[src/rtl/note_sequencer_if.sv]
// note_sequencer_if: song ROM, note-player and user-control signals of the note sequencer.
interface note_sequencer_if #(
   parameter int SONG_BITS = 2,
   parameter int IDX_BITS  = 5
);
   logic                          play;
   logic                          next_song;
   logic [SONG_BITS+IDX_BITS-1:0] rom_addr;
   logic [11:0]                   rom_dout;
   logic [5:0]                    note_to_load;
   logic [5:0]                    duration_to_load;
   logic                          load_new_note;
   logic                          done_with_note;
   logic                          play_enable;
   logic [SONG_BITS-1:0]          song_index;
   logic                          song_done;
   modport master (
      input  play, next_song, rom_dout, done_with_note,
      output rom_addr, note_to_load, duration_to_load, load_new_note,
             play_enable, song_index, song_done
   );
   modport slave (
      output play, next_song, rom_dout, done_with_note,
      input  rom_addr, note_to_load, duration_to_load, load_new_note,
             play_enable, song_index, song_done
   );
endinterface

[src/rtl/note_sequencer.sv]
// note_sequencer: walks the song ROM and feeds notes to the note player.
// Define SEQ_LOOP_EN to restart the current song at its end instead of stopping.
module note_sequencer #(
   parameter int SONG_BITS = 2,
   parameter int IDX_BITS  = 5
) (
   input logic               clk,
   input logic               reset,
   note_sequencer_if.master  bus
);
   typedef enum logic [2:0] {S_IDLE, S_FETCH, S_READ, S_LOAD, S_WAIT, S_END} state_t;
   state_t                        state_q, state_d;
   logic [SONG_BITS-1:0]          song_q, song_d;
   logic [IDX_BITS-1:0]           idx_q, idx_d;
   logic [SONG_BITS+IDX_BITS-1:0] addr_q;
   logic [5:0]                    note_q, note_d, dur_q, dur_d;
   logic                          done_q, end_hit;
   assign bus.rom_addr         = addr_q;
   assign bus.note_to_load     = note_q;
   assign bus.duration_to_load = dur_q;
   assign bus.song_index       = song_q;
   assign bus.song_done        = done_q;
   assign bus.load_new_note    = (state_q == S_LOAD) && bus.play;
   assign bus.play_enable      = bus.play && (state_q != S_IDLE) && (state_q != S_END);
   always_comb begin
      state_d = state_q;
      song_d  = song_q;
      idx_d   = idx_q;
      note_d  = note_q;
      dur_d   = dur_q;
      end_hit = 1'b0;
      // next_song outranks everything, including a done_with_note in the same cycle
      if (bus.next_song && state_q != S_IDLE) begin
         song_d  = song_q + 1'b1;
         idx_d   = '0;
         state_d = S_FETCH;
      end else begin
         case (state_q)
            S_IDLE:  if (bus.next_song) song_d = song_q + 1'b1;
                     else if (bus.play) state_d = S_FETCH;
            S_FETCH: if (bus.play) state_d = S_READ;
            S_READ:  if (bus.play) begin
                        if (bus.rom_dout[5:0] == 6'd0) end_hit = 1'b1;
                        else begin
                           note_d  = bus.rom_dout[11:6];
                           dur_d   = bus.rom_dout[5:0];
                           state_d = S_LOAD;
                        end
                     end
            S_LOAD:  if (bus.play) state_d = S_WAIT;
            S_WAIT:  if (bus.play && bus.done_with_note) begin
                        if (&idx_q) end_hit = 1'b1;
                        else begin
                           idx_d   = idx_q + 1'b1;
                           state_d = S_FETCH;
                        end
                     end
            S_END:   if (!bus.play) begin
                        idx_d   = '0;
                        state_d = S_IDLE;
                     end
            default: state_d = S_IDLE;
         endcase
         if (end_hit) begin
`ifdef SEQ_LOOP_EN
            idx_d   = '0;
            state_d = S_FETCH;
`else
            state_d = S_END;
`endif
         end
      end
   end
   // rom_addr tracks the next position so it is already valid on FETCH entry
   always_ff @(posedge clk or negedge reset) begin
      if (!reset) begin
         state_q <= S_IDLE;
         song_q  <= '0;
         idx_q   <= '0;
         addr_q  <= '0;
         note_q  <= '0;
         dur_q   <= '0;
         done_q  <= 1'b0;
      end else begin
         state_q <= state_d;
         song_q  <= song_d;
         idx_q   <= idx_d;
         addr_q  <= {song_d, idx_d};
         note_q  <= note_d;
         dur_q   <= dur_d;
         done_q  <= end_hit;
      end
   end
endmodule

[src/flat_wrapper.sv]
// flat-port wrapper written by rule: the top's interface ports become plain ports
module note_sequencer_flat 
#(
   parameter int SONG_BITS = 2,
   parameter int IDX_BITS  = 5
)
  (clk, reset, bus_play, bus_next_song, bus_rom_dout, bus_done_with_note, bus_rom_addr, bus_note_to_load, bus_duration_to_load, bus_load_new_note, bus_play_enable, bus_song_index, bus_song_done);
  note_sequencer_if #(.SONG_BITS(SONG_BITS), .IDX_BITS(IDX_BITS)) bus_i ();
  input logic clk;
  input logic reset;
  input wire logic [$bits(bus_i.play)-1:0] bus_play;
  input wire logic [$bits(bus_i.next_song)-1:0] bus_next_song;
  input wire logic [$bits(bus_i.rom_dout)-1:0] bus_rom_dout;
  input wire logic [$bits(bus_i.done_with_note)-1:0] bus_done_with_note;
  output wire logic [$bits(bus_i.rom_addr)-1:0] bus_rom_addr;
  output wire logic [$bits(bus_i.note_to_load)-1:0] bus_note_to_load;
  output wire logic [$bits(bus_i.duration_to_load)-1:0] bus_duration_to_load;
  output wire logic [$bits(bus_i.load_new_note)-1:0] bus_load_new_note;
  output wire logic [$bits(bus_i.play_enable)-1:0] bus_play_enable;
  output wire logic [$bits(bus_i.song_index)-1:0] bus_song_index;
  output wire logic [$bits(bus_i.song_done)-1:0] bus_song_done;
  assign bus_i.play = bus_play;
  assign bus_i.next_song = bus_next_song;
  assign bus_i.rom_dout = bus_rom_dout;
  assign bus_i.done_with_note = bus_done_with_note;
  assign bus_rom_addr = bus_i.rom_addr;
  assign bus_note_to_load = bus_i.note_to_load;
  assign bus_duration_to_load = bus_i.duration_to_load;
  assign bus_load_new_note = bus_i.load_new_note;
  assign bus_play_enable = bus_i.play_enable;
  assign bus_song_index = bus_i.song_index;
  assign bus_song_done = bus_i.song_done;
  note_sequencer #(.SONG_BITS(SONG_BITS), .IDX_BITS(IDX_BITS)) u_core (.clk(clk), .reset(reset), .bus(bus_i));
endmodule
[config.mk]
export PLATFORM = sky130hd
export DESIGN_NAME = note_sequencer_flat
export DESIGN_NICKNAME = d
export VERILOG_FILES = /design/src/rtl/note_sequencer_if.sv /design/src/rtl/note_sequencer.sv /design/src/flat_wrapper.sv
export SDC_FILE = /design/constraint.sdc
export NUM_CORES = 1
export LEC_CHECK = 0
export ABC_AREA = 1
export BUFFER_PORTS_ARGS = -buffer_cell sky130_fd_sc_hd__buf_2
export CAP_MARGIN = 20
export CORE_ASPECT_RATIO = 2
export CORE_UTILIZATION = 50
export DETAILED_ROUTE_END_ITERATION = 7
export GPL_TIMING_DRIVEN = 0
export HOLD_SLACK_MARGIN = 0.12
export PLACE_DENSITY_LB_ADDON = 0.1
export SKIP_LAST_GASP = 1
export SLEW_MARGIN = 20
export SYNTH_ARGS = -nofsm -noshare
export SYNTH_HDL_FRONTEND = slang
export SYNTH_SLANG_ARGS = --single-unit
[constraint.sdc]
create_clock -name clk -period 1.82 [get_ports clk]
set_clock_uncertainty 0.1 [all_clocks]
set_input_delay 0.364 -clock clk [delete_from_list [all_inputs] [get_ports clk]]
set_output_delay 0.364 -clock clk [all_outputs]
set_load 0.03 [all_outputs]
# Yosys cells after proc, flatten, opt, wreduce, memory -nomap -nowiden
# Cells that the tools add are included.
[word_totals] ram_bits=0 elab_cells=64 input_bits=17 mem_bits_ro=0 latch_bits=0 regBits=30 mem_count=0 output_inout_bits=24
[classes] muxes=27 magnitude_cmp=0 n_mul=0 n_div=0 shifts=0 eq_ne=15 bitwise_logic=2 reduce_logical=11 n_addsub=2
[ops] operator="2-to-1 mux 3 bit" n=11
[ops] operator="2-to-1 mux 5 bit" n=4
[ops] operator="!= test 4 x 2 -> 1 bit, second input constant" n=5
[ops] operator="case mux 3 bit (6 select lines)" n=1
[ops] operator="case mux 5 bit (2 select lines)" n=1
[ops] operator="AND reduction 9 bit" n=1
[ops] operator="!= test 4 x 3 -> 1 bit, second input constant" n=2
[ops] operator="equality test 3 x 2 -> 1 bit, second input constant" n=2
[ops] operator="equality test 3 bit, second input constant" n=2
[ops] operator="logical NOT 6 bit" n=1
[ops] operator="2-to-1 mux 1 bit" n=6
[ops] operator="2-to-1 mux 2 bit" n=3
[ops] operator="adder 5 x 1 -> 5 bit, second input constant" n=1
[ops] operator="logical AND 1 bit" n=5
[ops] operator="AND reduction 5 bit" n=1
[ops] operator="!= test 4 x 1 -> 1 bit, second input constant" n=1
[ops] operator="!= test 4 bit, second input constant" n=1
[ops] operator="AND reduction 4 bit" n=1
[ops] operator="equality test 3 x 1 -> 1 bit, second input constant" n=1
[ops] operator="logical NOT 3 bit" n=1
[ops] operator="!= test 3 bit, second input constant" n=1
[ops] operator="nonzero test 3 bit" n=1
[ops] operator="adder 2 x 1 -> 2 bit, second input constant" n=1
[ops] operator="NOT 1 bit" n=2
[ops] operator="case mux 1 bit (2 select lines)" n=1

# Longest topological paths before layout
[logic_depth] depth_word=7 mapped_depth=10 mapped_depth_nobuf=9

# Least setup slack after synthesis
# Ideal clock, no wire load.
[synth_path] path_kind="register -> output" startpoint="register u_core.state_q[1]" endpoint="output bus_load_new_note" setup_slack_ns=-0.108 arrival_ns=1.464 t_required_ns=1.356 stages_incl_launch_ff=4 n_path_buf=1 path_cell_list="dfrtp_1 buf_6 inv_2 nor4_1"
[synth_via] elab_chain_cells=2
[synth_lines] element="start, declared" line_no="note_sequencer.sv:12" text="state_t state_q, state_d;"
[synth_lines] element="start signal, assigned" line_no="note_sequencer.sv:85" text="state_q <= state_d;"
[synth_lines] element="equality test 3 x 2 -> 1 bit" line_no="note_sequencer.sv:23" text="assign bus.load_new_note = (state_q == S_LOAD) && bus.play;"
[synth_lines] element="logical AND 1 bit" line_no="note_sequencer.sv:23"
[synth_lines] element="end, declared" line_no="flat_wrapper.sv:18" text="output wire logic [$bits(bus_i.load_new_note)-1:0] bus_load_new_note;"
# Every way passes these cells.

# Final worst setup path
[layout_path] startpoint="register u_core.state_q[1]" endpoint="output bus_play_enable"
[layout_via] elab_chain_cells=3 elab_cells_between_ends=4 cone_classes="eq/ne (1); reduce/logical (3)"
[layout_lines] element="nonzero test 3 bit" line_no="note_sequencer.sv:24" text="assign bus.play_enable = bus.play && (state_q != S_IDLE) && (state_q != S_END);"
[layout_lines] element="logical AND 1 bit" line_no="note_sequencer.sv:24"
[layout_lines] element="logical AND 1 bit *" line_no="note_sequencer.sv:24"
[layout_lines] element="end, declared" line_no="flat_wrapper.sv:19" text="output wire logic [$bits(bus_i.play_enable)-1:0] bus_play_enable;"
# Every way passes the cells marked *; elsewhere a longest branch is shown, timed or not.

==> results.json <==
{
  "finalHoldViolCount": 0,
  "r2r_cells": 7,
  "seqPwrFrac_pct": 35.1,
  "cp-end-kind": "output port",
  "cts_htree_levels": 1,
  "crit_chain": "buf_6 > inv_2 > nand2_4 > nor2_1 > nor3_1 > buf_4",
  "vias": 1234,
  "via_per_inst": 5.057,
  "placed_cell_area_sq_mm": 0.001575,
  "clock_sinks": 23,
  "clockBufferDepth": 2,
  "hold_path_class": "in -> reg",
  "fillers": 235,
  "syn_inst": 171,
  "path_class": "reg -> out",
  "setup_ws_ns": 0.05949,
  "clockPowerShare_pct": 14.1,
  "pre_cts_ws_ns": 0.2093,
  "p_switching_mw": 1.038,
  "dpl.hpwl_um": 2370,
  "power_density_mw_per_mm2": 1364,
  "final_util_pct": 64.60,
  "slowest_stage": "dfrtp_1",
  "max_slew.worst_pin.slew_ns": 0.5346,
  "portBuffers": 40,
  "period_share_pct": 96.73,
  "drive_above_1_share_pct": 33.80,
  "tns_ns": 0,
  "mostFrequentLayoutCell": "nand2_1",
  "clockRootBuffer": "clkbuf_8",
  "dp_cells": 239,
  "avgSynthCellArea_sq_um": 7.800,
  "drv_slew": 0,
  "drv_cap": 0,
  "cts_tree": "done",
  "cts_setup_buffers": 0,
  "critPathMaxStageDelay_ns": 0.36,
  "p_leak_nw": 0.9474,
  "die_h_um": 75.04,
  "cp.arrival_ns": 1.30,
  "r2r_slack_ns": 0.16,
  "cp_max_fo": 8,
  "p_int_mw": 1.198,
  "status": "finished, final reports clean",
  "stdcell_count": 244,
  "clk_latency_ns": 0.26,
  "worstReg2RegEnd": "u_core.state_q[0]",
  "grt_max_degree": 24,
  "core-area_sq_mm": 0.002537,
  "hold_end": "u_core.bus.note_to_load[2]",
  "p_sw_share_pct": 46.41,
  "startpoint_type": "flip-flop",
  "cts-buffers-inserted": 3,
  "final_nets": 235,
  "grt_pass1_wl_um": 4629,
  "place_congestion": 0.8350,
  "dieArea_sq_mm": 0.002891,
  "syn_to_final_growth_pct": 22.89,
  "synth_nets": 189,
  "r2r-start": "u_core.bus.rom_addr[0]",
  "boundaryPins": 41,
  "finalSetupViolations": 0,
  "cp.required_ns": 1.36,
  "antenna_found_initial": 0,
  "wl_per_cell_um": 12.12,
  "gr-total-overflow": 0,
  "layout_min_cycle_time_ns": 1.761,
  "row_count": 26,
  "ir_drop_uv": 552.2,
  "drtIter0Drc": 24,
  "synth-seq-cells": 23,
  "wl_um": 2958,
  "layout_common_cells": "nand2_1, buf_2, inv_1, dfrtp_1, o21ai_2",
  "die_w_um": 38.52,
  "finalPower_mw": 2.236,
  "drc": 0,
  "min_path_cells": 3,
  "fmax_mhz": 568.0,
  "cts.reportedPaths.clkPinSlew_ns": 0.08,
  "first_global_vias": 1148,
  "min-delay-start": "bus_rom_dout[8]",
  "yosys_warnings": 0,
  "syn_area_sq_mm": 0.001334,
  "initial_core_util_pct": 52.56,
  "antennaDiodeCount": 0,
  "grt_usage_pct": 21.97,
  "combPwrFrac_pct": 50.8,
  "ys_types": 25,
  "firstDrtPassIters": 4,
  "slew_headroom_pct": 64.36,
  "ant_nets": 0,
  "ys_seq_area_share_pct": 43.15,
  "whs_ns": 0.2324,
  "final_cell_area_sq_mm": 0.001639
}
## synth_stat cells
master / instances / area [sq um]
a21oi_1: 3 / 15.01
a21oi_2: 1 / 8.760
a22oi_1: 1 / 7.510
buf_4: 3 / 22.52
buf_6: 2 / 22.52
dfrtp_1: 23 / 575.6
ha_1: 1 / 12.51
inv_1: 27 / 101.4
inv_2: 3 / 11.26
nand2_1: 49 / 183.9
nand2_2: 1 / 6.260
nand3_1: 11 / 55.05
nand3_2: 2 / 20.02
nand4_1: 2 / 12.51
nor2_1: 10 / 37.54
nor2_2: 3 / 18.77
nor3_1: 3 / 15.01
nor3_4: 1 / 16.27
nor4_1: 1 / 6.260
o211ai_1: 2 / 15.01
o21ai_0: 4 / 20.02
o21ai_1: 2 / 10.01
o21ai_2: 12 / 105.1
xnor2_1: 1 / 8.760
xor2_1: 3 / 26.28
## logic make-up (layout without fill, tap and decap cells)
| group | after synthesis | after routing | synth area share [%] |
|---|---|---|---|
| fa+ha+maj | 1 | 1 | 0.9379 |
| flops | 23 | 23 | 43.15 |
| xor+xnor | 4 | 4 | 2.627 |
| compound gates | 25 | 25 | 13.60 |
| simple gates | 83 | 83 | 27.86 |
| buf+inv | 35 | 80 | 11.82 |
## worst max path at each step
stage | from | to | slack, ns | depth (start not counted)
floorplan | u_core.state_q[1] | bus_play_enable | 0.04 | 5
global placement | u_core.bus.rom_addr[0] | u_core.state_q[0] | 0.25 | 9
detailed placement | u_core.bus.rom_addr[0] | u_core.state_q[1] | 0.21 | 7
CTS | u_core.state_q[1] | bus_play_enable | 0.02 | 6
global route | u_core.state_q[0] | bus_play_enable | -0.008 | 4
finish | u_core.state_q[1] | bus_play_enable | 0.06 | 6
## registers in the layout, indices dropped and copies added (netlist names)
signal / flops
u_core.bus.duration_to_load: 6
u_core.bus.note_to_load: 6
u_core.state_q: 3
u_core.bus.song_done: 1
u_core.bus.rom_addr: 7
## area by class of cell
| class | count | area [sq um] | share of cell area (%) |
|---|---|---|---|
| inverters | 30 | 112.6 | 6.870 |
| flip-flops and latches | 23 | 576.8 | 35.19 |
| plain buffers | 5 | 45.04 | 2.748 |
| well taps | 28 | 35.03 | 2.137 |
| multi-input cells | 113 | 611.8 | 37.33 |
| clock buffers | 4 | 45.04 | 2.748 |
| repair buffers | 41 | 212.7 | 12.98 |
## repair_timing
action	CTS	global route
setup endpoints to repair	0	1
hold buffers	1	0
resized for setup	0	3
hold endpoints to repair	23	0
## worst max-delay path: cells and delay by family, from the launching register on
kind	cells	cell delay (ns)
buf+inv	3	0.38
simple gates	3	0.30
flops	1	0.36
## layer usage
metal	global-route usage, %	vias up	part of all wire (%)
li1	-	626	-
met1	21.77	558	37
met2	42.96	44	58
met3	2.065	6	4.1
met4	8.812	0	1.4
met5	0	-	0
## power groups by stage
stage                     Combinational [mW]  Clock [mW]  Sequential [mW]
final                                   1.14       0.316            0.784
after global routing                    1.23       0.345            0.811
after CTS                               1.13       0.322            0.782
after detailed placement                1.13           0            0.793
after global placement                  1.10           0            0.783
after floorplan                        0.552           0             1.07
No activity file was read; power rests on OpenSTA's default activity.
